<file path="src/rtl/seq_restoring_divider_pkg.sv">
// rtl/seq_restoring_divider_pkg.sv - shared state type and sizing for the restoring divider
package div_pkg;

   typedef enum logic [1:0] {
      IDLE = 2'd0,
      CALC = 2'd1,
      DONE = 2'd2
   } div_state_t;

   localparam int DIVIDEND_W_DEF = 8;
   localparam int DIVISOR_W_DEF  = 4;
   localparam int STEP_CNT_W_DEF = $clog2(DIVIDEND_W_DEF + 1);

   // Step counter must hold 0..DIVIDEND_W
   function automatic int step_cnt_w(input int dividend_w);
      return $clog2(dividend_w + 1);
   endfunction

endpackage

</file>
<file path="src/rtl/seq_restoring_divider_if.sv">
// rtl/seq_restoring_divider_if.sv - start/done handshake and result bundle for the divider
interface seq_restoring_divider_if
   import div_pkg::*;
#(
   parameter int DIVIDEND_W = DIVIDEND_W_DEF,
   parameter int DIVISOR_W  = DIVISOR_W_DEF
);

   logic                  start;
   logic [DIVIDEND_W-1:0] dividend;
   logic [DIVISOR_W-1:0]  divisor;
   logic                  busy;
   logic                  done;
   logic [DIVIDEND_W-1:0] quotient;
   logic [DIVISOR_W-1:0]  remainder;
   logic                  div_by_zero;
   logic                  check_err;

   modport master (
      output start, dividend, divisor,
      input  busy, done, quotient, remainder, div_by_zero, check_err
   );

   modport slave (
      input  start, dividend, divisor,
      output busy, done, quotient, remainder, div_by_zero, check_err
   );

endinterface

</file>
<file path="src/rtl/seq_restoring_divider_step.sv">
// rtl/seq_restoring_divider_step.sv - one combinational restoring step: shift, trial subtract, select
module div_sub_step #(
   parameter int DIVISOR_W = 4
) (
   input  logic [DIVISOR_W:0]   partial,
   input  logic                 dividend_bit,
   input  logic [DIVISOR_W-1:0] divisor,
   output logic [DIVISOR_W:0]   partial_next,
   output logic                 q_bit
);

   logic [DIVISOR_W:0]   shifted;
   logic [DIVISOR_W+1:0] trial;
   logic                 borrow;

   // Extra MSB on the trial difference acts as the borrow flag
   always_comb begin
      shifted      = {partial[DIVISOR_W-1:0], dividend_bit};
      trial        = {1'b0, shifted} - {2'b00, divisor};
      borrow       = trial[DIVISOR_W+1];
      q_bit        = ~borrow;
      partial_next = borrow ? shifted : trial[DIVISOR_W:0];
   end

endmodule

</file>
<file path="src/rtl/seq_restoring_divider.sv">
// rtl/seq_restoring_divider.sv - sequential restoring divider top; optional DIV_SELFCHECK_EN multiply-back check
module seq_restoring_divider
   import div_pkg::*;
#(
   parameter int DIVIDEND_W = DIVIDEND_W_DEF,
   parameter int DIVISOR_W  = DIVISOR_W_DEF
) (
   input logic                    clk,
   input logic                    rst,
   seq_restoring_divider_if.slave bus
);

   localparam int CNT_W = step_cnt_w(DIVIDEND_W);

   div_state_t            state;
   div_state_t            state_next;
   logic                  busy;
   logic                  done;
   logic                  accept;
   logic                  last_step;

   logic [CNT_W-1:0]      count;
   logic [DIVISOR_W:0]    partial;
   logic [DIVISOR_W:0]    partial_next;
   logic                  q_bit;
   // Dividend bits shift out of the top while quotient bits shift in at the bottom
   logic [DIVIDEND_W-1:0] work;
   logic [DIVIDEND_W-1:0] q_next;
   logic [DIVISOR_W-1:0]  dvs;

   logic [DIVIDEND_W-1:0] quotient;
   logic [DIVISOR_W-1:0]  remainder;
   logic                  div_by_zero;
   logic                  check_err;

   assign accept    = bus.start && ((state == IDLE) || (state == DONE));
   assign last_step = (state == CALC) && (count == CNT_W'(DIVIDEND_W - 1));
   assign q_next    = {work[DIVIDEND_W-2:0], q_bit};

   div_sub_step #(.DIVISOR_W(DIVISOR_W)) u_step (
      .partial      (partial),
      .dividend_bit (work[DIVIDEND_W-1]),
      .divisor      (dvs),
      .partial_next (partial_next),
      .q_bit        (q_bit)
   );

   // FSM state register
   always_ff @(posedge clk) begin
      if (rst) begin
         state <= IDLE;
      end else begin
         state <= state_next;
      end
   end

   // Next-state and status decode
   always_comb begin
      state_next = state;
      busy       = 1'b0;
      done       = 1'b0;
      case (state)
         IDLE: begin
            if (bus.start) begin
               state_next = (bus.divisor == '0) ? DONE : CALC;
            end
         end
         CALC: begin
            busy = 1'b1;
            if (last_step) begin
               state_next = DONE;
            end
         end
         DONE: begin
            done = 1'b1;
            if (bus.start) begin
               state_next = (bus.divisor == '0) ? DONE : CALC;
            end else begin
               state_next = IDLE;
            end
         end
         default: state_next = IDLE;
      endcase
   end

   // Operand capture, iteration datapath and result registers
   always_ff @(posedge clk) begin
      if (rst) begin
         count       <= '0;
         partial     <= '0;
         work        <= '0;
         dvs         <= '0;
         quotient    <= '0;
         remainder   <= '0;
         div_by_zero <= 1'b0;
      end else if (accept) begin
         if (bus.divisor != '0) begin
            work        <= bus.dividend;
            dvs         <= bus.divisor;
            partial     <= '0;
            count       <= '0;
            div_by_zero <= 1'b0;
         end else begin
            // Zero divisor skips CALC and publishes the fixed result at once
            quotient    <= '1;
            remainder   <= bus.dividend[DIVISOR_W-1:0];
            div_by_zero <= 1'b1;
         end
      end else if (state == CALC) begin
         partial <= partial_next;
         work    <= q_next;
         count   <= count + 1'b1;
         if (last_step) begin
            quotient  <= q_next;
            remainder <= partial_next[DIVISOR_W-1:0];
         end
      end
   end

`ifdef DIV_SELFCHECK_EN
   logic [DIVIDEND_W-1:0]           dvd_latched;
   logic [DIVIDEND_W+DIVISOR_W-1:0] prod;
   logic [DIVIDEND_W+DIVISOR_W-1:0] check_sum;

   // Keep the original dividend for the multiply-back comparison
   always_ff @(posedge clk) begin
      if (rst) begin
         dvd_latched <= '0;
      end else if (accept && (bus.divisor != '0)) begin
         dvd_latched <= bus.dividend;
      end
   end

   // Array multiplier: one shifted partial product row per divisor bit
   always_comb begin
      prod = '0;
      for (int i = 0; i < DIVISOR_W; i++) begin
         if (dvs[i]) begin
            prod = prod + ({{DIVISOR_W{1'b0}}, q_next} << i);
         end
      end
      check_sum = prod + {{DIVIDEND_W{1'b0}}, partial_next[DIVISOR_W-1:0]};
   end

   // Sticky error flag evaluated on the edge that enters DONE
   always_ff @(posedge clk) begin
      if (rst) begin
         check_err <= 1'b0;
      end else if (last_step && (check_sum != {{DIVISOR_W{1'b0}}, dvd_latched})) begin
         check_err <= 1'b1;
      end
   end
`else
   assign check_err = 1'b0;
`endif

   assign bus.busy        = busy;
   assign bus.done        = done;
   assign bus.quotient    = quotient;
   assign bus.remainder   = remainder;
   assign bus.div_by_zero = div_by_zero;
   assign bus.check_err   = check_err;

endmodule

</file>
<file path="src/flat_wrapper.sv">
// flat-port wrapper written by rule: the top's interface ports become plain ports
module seq_restoring_divider_flat import div_pkg::*;
#(
   parameter int DIVIDEND_W = DIVIDEND_W_DEF,
   parameter int DIVISOR_W  = DIVISOR_W_DEF
)
  (clk, rst, bus_start, bus_dividend, bus_divisor, bus_busy, bus_done, bus_quotient, bus_remainder, bus_div_by_zero, bus_check_err);
  seq_restoring_divider_if #(.DIVIDEND_W(DIVIDEND_W), .DIVISOR_W(DIVISOR_W)) bus_i ();
  input logic clk;
  input logic rst;
  input wire logic [$bits(bus_i.start)-1:0] bus_start;
  input wire logic [$bits(bus_i.dividend)-1:0] bus_dividend;
  input wire logic [$bits(bus_i.divisor)-1:0] bus_divisor;
  output wire logic [$bits(bus_i.busy)-1:0] bus_busy;
  output wire logic [$bits(bus_i.done)-1:0] bus_done;
  output wire logic [$bits(bus_i.quotient)-1:0] bus_quotient;
  output wire logic [$bits(bus_i.remainder)-1:0] bus_remainder;
  output wire logic [$bits(bus_i.div_by_zero)-1:0] bus_div_by_zero;
  output wire logic [$bits(bus_i.check_err)-1:0] bus_check_err;
  assign bus_i.start = bus_start;
  assign bus_i.dividend = bus_dividend;
  assign bus_i.divisor = bus_divisor;
  assign bus_busy = bus_i.busy;
  assign bus_done = bus_i.done;
  assign bus_quotient = bus_i.quotient;
  assign bus_remainder = bus_i.remainder;
  assign bus_div_by_zero = bus_i.div_by_zero;
  assign bus_check_err = bus_i.check_err;
  seq_restoring_divider #(.DIVIDEND_W(DIVIDEND_W), .DIVISOR_W(DIVISOR_W)) u_core (.clk(clk), .rst(rst), .bus(bus_i));
endmodule
</file>
<file path="config.mk">
export PLATFORM = sky130hd
export DESIGN_NAME = seq_restoring_divider_flat
export DESIGN_NICKNAME = d
export VERILOG_FILES = /design/src/rtl/seq_restoring_divider_pkg.sv /design/src/rtl/seq_restoring_divider_if.sv /design/src/rtl/seq_restoring_divider_step.sv /design/src/rtl/seq_restoring_divider.sv /design/src/flat_wrapper.sv
export SDC_FILE = /design/constraint.sdc
export NUM_CORES = 1
export LEC_CHECK = 0
export CORE_ASPECT_RATIO = 0.5
export CORE_MARGIN = 2
export CORE_UTILIZATION = 55
export DETAILED_ROUTE_END_ITERATION = 10
export PLACE_DENSITY = 0.85
export SYNTH_ARGS = -nofsm -noshare
export SYNTH_HDL_FRONTEND = slang
export SYNTH_SLANG_ARGS = --single-unit
export TNS_END_PERCENT = 5
</file>
<file path="constraint.sdc">
create_clock -name clk -period 4.35 [get_ports clk]
set_clock_uncertainty 0.05 [all_clocks]
set_input_delay 0.87 -clock clk [delete_from_list [all_inputs] [get_ports clk]]
set_output_delay 0.87 -clock clk [all_outputs]
set_load 0.1 [all_outputs]
</file>
# == After elaboration in Yosys (flattened, before gate mapping) ==
# Index checks and enable logic that the tools add are counted.
# totals
wordCells,56
ff_bits,35
output_inout_bits,16
# classes
n_bitwise,1
n_mux,26
n_eq_ne,7
addsub,2
n_reduce_logical,12
# ops
cell,n
$mux 8,7
$mux 4,11
$mux 2,4
$ne 2x2->1 const B,3
$pmux 2 s3,1
$reduce_and 2->1,3
$sub 5x4->6,1
$add 4x1->4 const B,1
$eq 4x3->1 const B,1
$logic_not 4->1,1
$reduce_bool 2->1,2
$reduce_bool 4->1,1
$mux 1,3
$reduce_and 3->1,1
$eq 2x1->1 const B,1
$eq 2x2->1 const B,1
$logic_and 1x1->1,2
$logic_not 2->1,1
$ne 2x1->1 const B,1
$logic_or 1x1->1,1
$not 1->1,1

# == Longest topological paths before layout ==
# Gate-level depths: netlist of run 1.
# depth
word_depth,5
ltp_mapped,8
depth_no_buf,8

# == Hierarchy ==
# A second synthesis of run 1 with hierarchy kept.
# hier_totals
hier_cells,200
area_unflattened_um2,1848.0
# modules_own_cells
mod,seq_area_each_um2,area_each_um2,cells_per_inst,instances
seq_restoring_divider,720.7,1599.0,173,1
div_sub_step,0.0,249.0,27,1

# == Least setup slack after synthesis of run 1 ==
# Ideal clock, no wire load.
# synth_path
kind,register -> output
startpoint,register u_core.state[0]
endpoint,output port bus_done
stages_incl_launch_ff,2
t_required_ns,3.430
path_buffers,0
slack_ns,1.756
arrival_time_ns,1.674
path_cell_list,dfxtp_1 > nor2b_1
# synth_between
elab_chain_cells,2
# synth_lines
item,line,rtl
"start, declared",seq_restoring_divider.sv:15,div_state_t state;
"start signal, assigned",seq_restoring_divider.sv:53,state <= state_next;
$eq 2x2->1,seq_restoring_divider.sv:62,case (state)
$mux 1,seq_restoring_divider.sv:62,
"end, declared",flat_wrapper.sv:15,output wire logic [$bits(bus_i.done)-1:0] bus_done;
# No other way between the ends.

# == Final worst setup path of run 1 ==
# layout_path
startpoint,register u_core.state[1]
endpoint,output port bus_busy
# layout_between
elab_chain_cells,2
# layout_lines
item,line,rtl
$eq 2x1->1,seq_restoring_divider.sv:62,
$mux 1,seq_restoring_divider.sv:62,
"end, declared",flat_wrapper.sv:14,output wire logic [$bits(bus_i.busy)-1:0] bus_busy;
# No other way between the ends.

==> impl_metrics.json, run 1 <==
{
  "routedWlPerCell_um": 14.1,
  "ys_seq_elements": 35,
  "overflow": 0,
  "final-max-slew-violation-count": 0,
  "async_reset_ff_share_pct": 0,
  "yosys.cell_types.count": 47,
  "ant_nets": 0,
  "synth-seq-area-share_pct": 42.9,
  "path_max_fanout": 5,
  "grt_max_degree": 25,
  "placed_cell_area_sq_um": 1930,
  "fin_area_sq_um": 2020,
  "fin_crit_sh_pct": 70.5,
  "grt_pass1_vias": 1318,
  "maxCapViolations": 0,
  "hpwl_mm": 2.58,
  "drive_gt1_share_pct": 9.68,
  "die_w_um": 81.1,
  "path_cells": "nand2b_2, inv_1, clkdlybuf4s50_1",
  "tightestPinTransition_ns": 0.972,
  "syn_nets": 209,
  "diodes": 0,
  "cts_tree": "yes",
  "grt_use_total_pct": 23.3,
  "slew_headroom_pct": 35.0,
  "arrival_ns": 2.15,
  "htreeDepth": 2,
  "ir_drop_uv": 252,
  "via_count": 1465,
  "via_per_inst": 5.77,
  "gp_congestion": 0.880,
  "path_delay_family": "buffers and inverters",
  "die_h_um": 42.5,
  "portBuffers": 29,
  "cts.sinks": 35,
  "power.density_cell_area_nw_per_um2": 387,
  "wirelength_mm": 3.59,
  "syn_area_sq_um": 1630,
  "power.leakage_nw": 0.760,
  "nets": 237,
  "min_period_ns": 3.07,
  "synth.top_cell.area_share_pct": 42.9,
  "fin_setup_tns_ns": 0,
  "max_stage_delay_ns": 1.16,
  "grt_setup_unrepaired": "no",
  "area_growth_syn_to_layout_pct": 23.5,
  "drc": 0,
  "clock_path_buffers": 2,
  "grt_pass1_wl_mm": 6.07,
  "ctsResizeCount": 0,
  "drt_iter0_markers": 81,
  "synth_area_leaders": "dfxtp_1 (43%), nor2_1 (8.5%), nor3_1 (4.9%)",
  "io_pins": 31,
  "setup_viol": 0,
  "clkLatencyLatePin_ns": 0.29,
  "crit_required_ns": 3.43,
  "slowest_stage": "clkdlybuf4s50_1",
  "clk_pin_slew_worst_paths_ns": 0.07,
  "post-cts-setup-buffer-count": 0,
  "yosys.area.top_type": "dfxtp_1",
  "first_pass_iters": 4,
  "yosysWarnings": 0,
  "start_util_pct": 60.5,
  "antenna_found_initial": 0,
  "avgSynthCellArea_sq_um": 8.69,
  "cts_hold_buf": 0,
  "synth-main-ff-cell": "dfxtp_1",
  "synth_edf_count": 0,
  "dieArea_sq_um": 3450,
  "fill_cells": 213,
  "cts-root-buf": "clkbuf_8",
  "critPathKind": "reg2out",
  "mostFrequentLayoutCells": "nor2_1 (37), dfxtp_1 (35), clkdlybuf4s50_1 (29)",
  "rows": 13,
  "cp-end-kind": "output pin",
  "core_area_sq_um": 2700,
  "startpoint_type": "register",
  "critPathBufInv": 2,
  "hp-class": "reg2reg",
  "cts_inserted_buffers": 5,
  "synth_cells": 188,
  "hold_violations": 0,
  "status": "completed",
  "timing.fmax_mhz": 326,
  "layout_commonest_cell": "nor2_1"
}
==> logic make-up after synthesis <==
logic type / after synthesis / share of synthesized area (%)
XOR/XNOR: 3 / 1.61
AND/OR/NAND/NOR: 91 / 26.7
other: 1 / 0.230
AO/OA/AOI/OAI: 31 / 15.5
multiplexers: 5 / 3.37
flip-flops: 35 / 42.9
buffers and inverters: 16 / 4.60
adder cells (fa/ha/maj): 6 / 5.06
==> per-layer routing <==
| metal | track usage (%) | part of all wire (%) |
|---|---|---|
| met1 | 32.3 | 48 |
| met3 | 7.54 | 7.7 |
| met5 | 0 | 0 |
| met2 | 34.7 | 44 |
| met4 | 6.10 | 0.78 |
==> tightest hold or removal path, cell delays in order (launching register included) <==
cell and delay [ns]:
dfxtp_1 0.33, nand2_1 0.06, a21oi_1 0.05
==> power breakdown <==
group | switching, W | internal, W | leakage [nW]
logic | 0.000120 | 0.0000734 | 0.433
registers | 0.0000149 | 0.000340 | 0.286
clock network | 0.000122 | 0.000112 | 0.0412
==> layout make-up <==
type                    count  area (sq um)  area share (%)
clock buffers               6          72.6            3.60
clock inverters             2          12.5           0.620
inverters                   6          22.5            1.12
multi-input cells         137           857            42.5
flip-flops and latches     35           701            34.7
well taps                  37          46.3            2.30
repair buffers             31           305            15.1
==> cell usage after synthesis (2+ instances only) <==
library cell	number
nor2_1	37
dfxtp_1	35
nand2_1	19
nor3_1	16
a311oi_1	8
a21oi_1	6
inv_1	6
clkbuf_1	5
ha_1	5
mux2i_1	4
buf_2	3
xor2_1	3
nand2_2	2
nand3_1	2
nor2b_1	2
nor3b_1	2
o21a_1	2
o21ai_0	2
==> sequential cells by signal, summed over array words and instances (netlist names) <==
| register | count |
|---|---|
| u_core.bus.quotient | 8 |
| u_core.dvs | 4 |
| u_core.bus.remainder | 4 |
| u_core.count | 4 |
| u_core.state | 2 |
| u_core.partial | 4 |
| u_core.work | 8 |
| u_core.bus.div_by_zero | 1 |
==> final timing paths <==
| check | start | end | slack [ns] | depth (start not counted) |
|---|---|---|---|---|
| worst max-delay path | u_core.state[1] | bus_busy | 1.28 | 3 |
| worst min-delay path | u_core.work[0] | u_core.work[0] | 0.43 | 2 |
| worst max register to register | u_core.dvs[1] | u_core.bus.remainder[3] | 2.30 | 7 |
| worst min register to register | u_core.work[0] | u_core.work[0] | 0.43 | 2 |
==> stage by stage <==
step / instances / hold WS, ns / power (W) / setup slack (ns) / util, %
floorplan: 188 / 0.396 / 0.000503 / 1.76 / -
global placement: 246 / 0.411 / 0.000549 / 1.57 / 71.5
detailed placement: 246 / 0.422 / 0.000551 / 1.49 / 71.5
CTS: 254 / 0.432 / 0.000779 / 1.29 / 74.7
global route: 254 / 0.466 / 0.000816 / 1.22 / 74.7
finish: 254 / 0.433 / 0.000781 / 1.28 / 74.7
No activity file was read; power rests on OpenSTA's default activity.
==> run 2: changes to the inputs <==
--- a/config.mk
+++ b/config.mk
@@ -7,9 +7,9 @@
 export LEC_CHECK = 0
 export CORE_ASPECT_RATIO = 0.5
 export CORE_MARGIN = 2
-export CORE_UTILIZATION = 55
+export CORE_UTILIZATION = 51
 export DETAILED_ROUTE_END_ITERATION = 10
-export PLACE_DENSITY = 0.85
+export PLACE_DENSITY = 0.8
 export SYNTH_ARGS = -nofsm -noshare
 export SYNTH_HDL_FRONTEND = slang
 export SYNTH_SLANG_ARGS = --single-unit
==> constraint.sdc (replaced) <==
create_clock -name clk -period 3 [get_ports clk]
set_clock_uncertainty 0.05 [all_clocks]
set_input_delay 0.6 -clock clk [delete_from_list [all_inputs] [get_ports clk]]
set_output_delay 0.6 -clock clk [all_outputs]
set_load 0.1 [all_outputs]
==> run 2 against run 1 <==
Clock power rose by 61%. Cell area up 0.56%. Critical endpoint is now u_core.bus.remainder[1]. Sequential power is 45% higher. First-iteration DRC count is 1.2% higher. Final cell count is 2.8% higher. Core utilization down 7.8 points. Register-to-register slack worse by 1.4 ns. Worst setup slack got worse by 0.43 ns. Routed wire length rose by 1.1%. Global-route usage shrank 1.1 points. Via count shrank 0.61%. Highest routed layer unchanged. Largest cell class unchanged.
==> impl_metrics.json, run 2 (synthesis gave the netlist of run 1 again) <==
{
  "arrival_ns": 2.27,
  "hp-class": "reg2reg",
  "slew_headroom_pct": 61.1,
  "grt_max_degree": 17,
  "rows": 14,
  "diodes": 0,
  "cp-end-kind": "register",
  "top_regs": "u_core.bus.quotient x8, u_core.work x8",
  "dieArea_sq_um": 3700,
  "tightestPinTransition_ns": 0.581,
  "drive_gt1_share_pct": 18.1,
  "post-cts-setup-buffer-count": 0,
  "drt_iter0_markers": 82,
  "first_pass_iters": 4,
  "mostFrequentLayoutCells": "nor2_1 (37), dfxtp_1 (35), buf_4 (21)",
  "die_w_um": 84.0,
  "power.density_cell_area_nw_per_um2": 578,
  "clock_path_buffers": 2,
  "area_growth_syn_to_layout_pct": 24.2,
  "slowest_stage": "clkdlybuf4s50_1",
  "gp_congestion": 0.934,
  "fin_crit_sh_pct": 71.6,
  "grt_pass1_wl_mm": 6.41,
  "ir_drop_uv": 329,
  "fin_cells": 261,
  "antenna_found_initial": 0,
  "wirelength_mm": 3.63,
  "critical_path.startpoint": "bus_divisor[0]",
  "core_area_sq_um": 3030,
  "drc": 0,
  "fin_setup_tns_ns": 0,
  "htreeDepth": 2,
  "layout_commonest_cell": "nor2_1",
  "status": "completed",
  "cts.sinks": 35,
  "via_per_inst": 5.58,
  "clkLatencyLatePin_ns": 0.28,
  "setup_viol": 0,
  "timing.fmax_mhz": 466,
  "holdCritStartpoint": "u_core.count[1]",
  "path_cells": "clkdlybuf4s50_1, nor4_4, nand2_1, nand2_2, nor3b_1, a221o_1",
  "portBuffers": 29,
  "hold_violations": 0,
  "via_count": 1456,
  "crit_required_ns": 3.12,
  "clk_pin_slew_worst_paths_ns": 0.07,
  "critPathKind": "in2reg",
  "ant_nets": 0,
  "start_util_pct": 53.9,
  "io_pins": 31,
  "startpoint_type": "input port",
  "grt_use_total_pct": 22.2,
  "overflow": 0,
  "r2r_start": "u_core.count[0]",
  "hpwl_mm": 2.63,
  "max_stage_delay_ns": 0.46,
  "final-max-slew-violation-count": 0,
  "path_max_fanout": 16,
  "nets": 241,
  "cts_inserted_buffers": 5,
  "die_h_um": 44.0,
  "grt_pass1_vias": 1376,
  "power.leakage_nw": 0.819,
  "dp.cells": 253,
  "cts_hold_buf": 0,
  "routedWlPerCell_um": 13.9,
  "ctsResizeCount": 0,
  "grt_setup_unrepaired": "no",
  "cts_tree": "yes",
  "min_period_ns": 2.15,
  "maxCapViolations": 0,
  "cts-root-buf": "clkbuf_8"
}
## run 2: power by group
group	internal (W)	total, W	switching [W]
Sequential	0.000493	0.000514	0.0000216
Combinational	0.000110	0.000283	0.000172
Clock	0.000210	0.000375	0.000165
Total	0.000813	0.00117	0.000359
## run 2: path summary, 6_finish.rpt
kind / end / slack, ns / cells after the start
worst max-delay path: u_core.bus.remainder[1] / 0.85 / 6
worst min-delay path: u_core.count[1] / 0.43 / 2
worst max register to register: u_core.bus.remainder[1] / 0.94 / 6
worst min register to register: u_core.count[1] / 0.43 / 2
## run 2: routing by layer
metal | part of all wire, % | global-route usage (%)
met4 | 0.94 | 6.77
met3 | 6.5 | 5.78
met5 | 0 | 0
met1 | 46 | 29.7
met2 | 47 | 36.3
## run 2: worst max-delay path: cells and delay by family
kind	cells	cell delay, ns
AND/OR/NAND/NOR	4	0.92
AO/OA/AOI/OAI	1	0.29
buffers and inverters	1	0.46
## run 2: through the flow
step                      cell area [sq um]  utilization [%]  setup slack (ns)  total power (W)  hold slack [ns]
after floorplan                        1630                -             0.676         0.000729            0.396
after global placement                 1930             63.6             0.602         0.000799            0.408
after detailed placement               1930             63.6             0.536         0.000804            0.415
after CTS                              2030             66.9             0.842          0.00118            0.426
after global routing                   2030             66.9             0.692          0.00123            0.475
final                                  2030             66.9             0.853          0.00117            0.430
## run 2: cell type report
type / count / area (sq um)
clock buffer: 8 / 100
fill: 263 / 1000
inverter: 6 / 22.5
multi-input combinational: 137 / 857
sequential: 35 / 701
tap: 40 / 50.0
timing repair buffer: 35 / 298
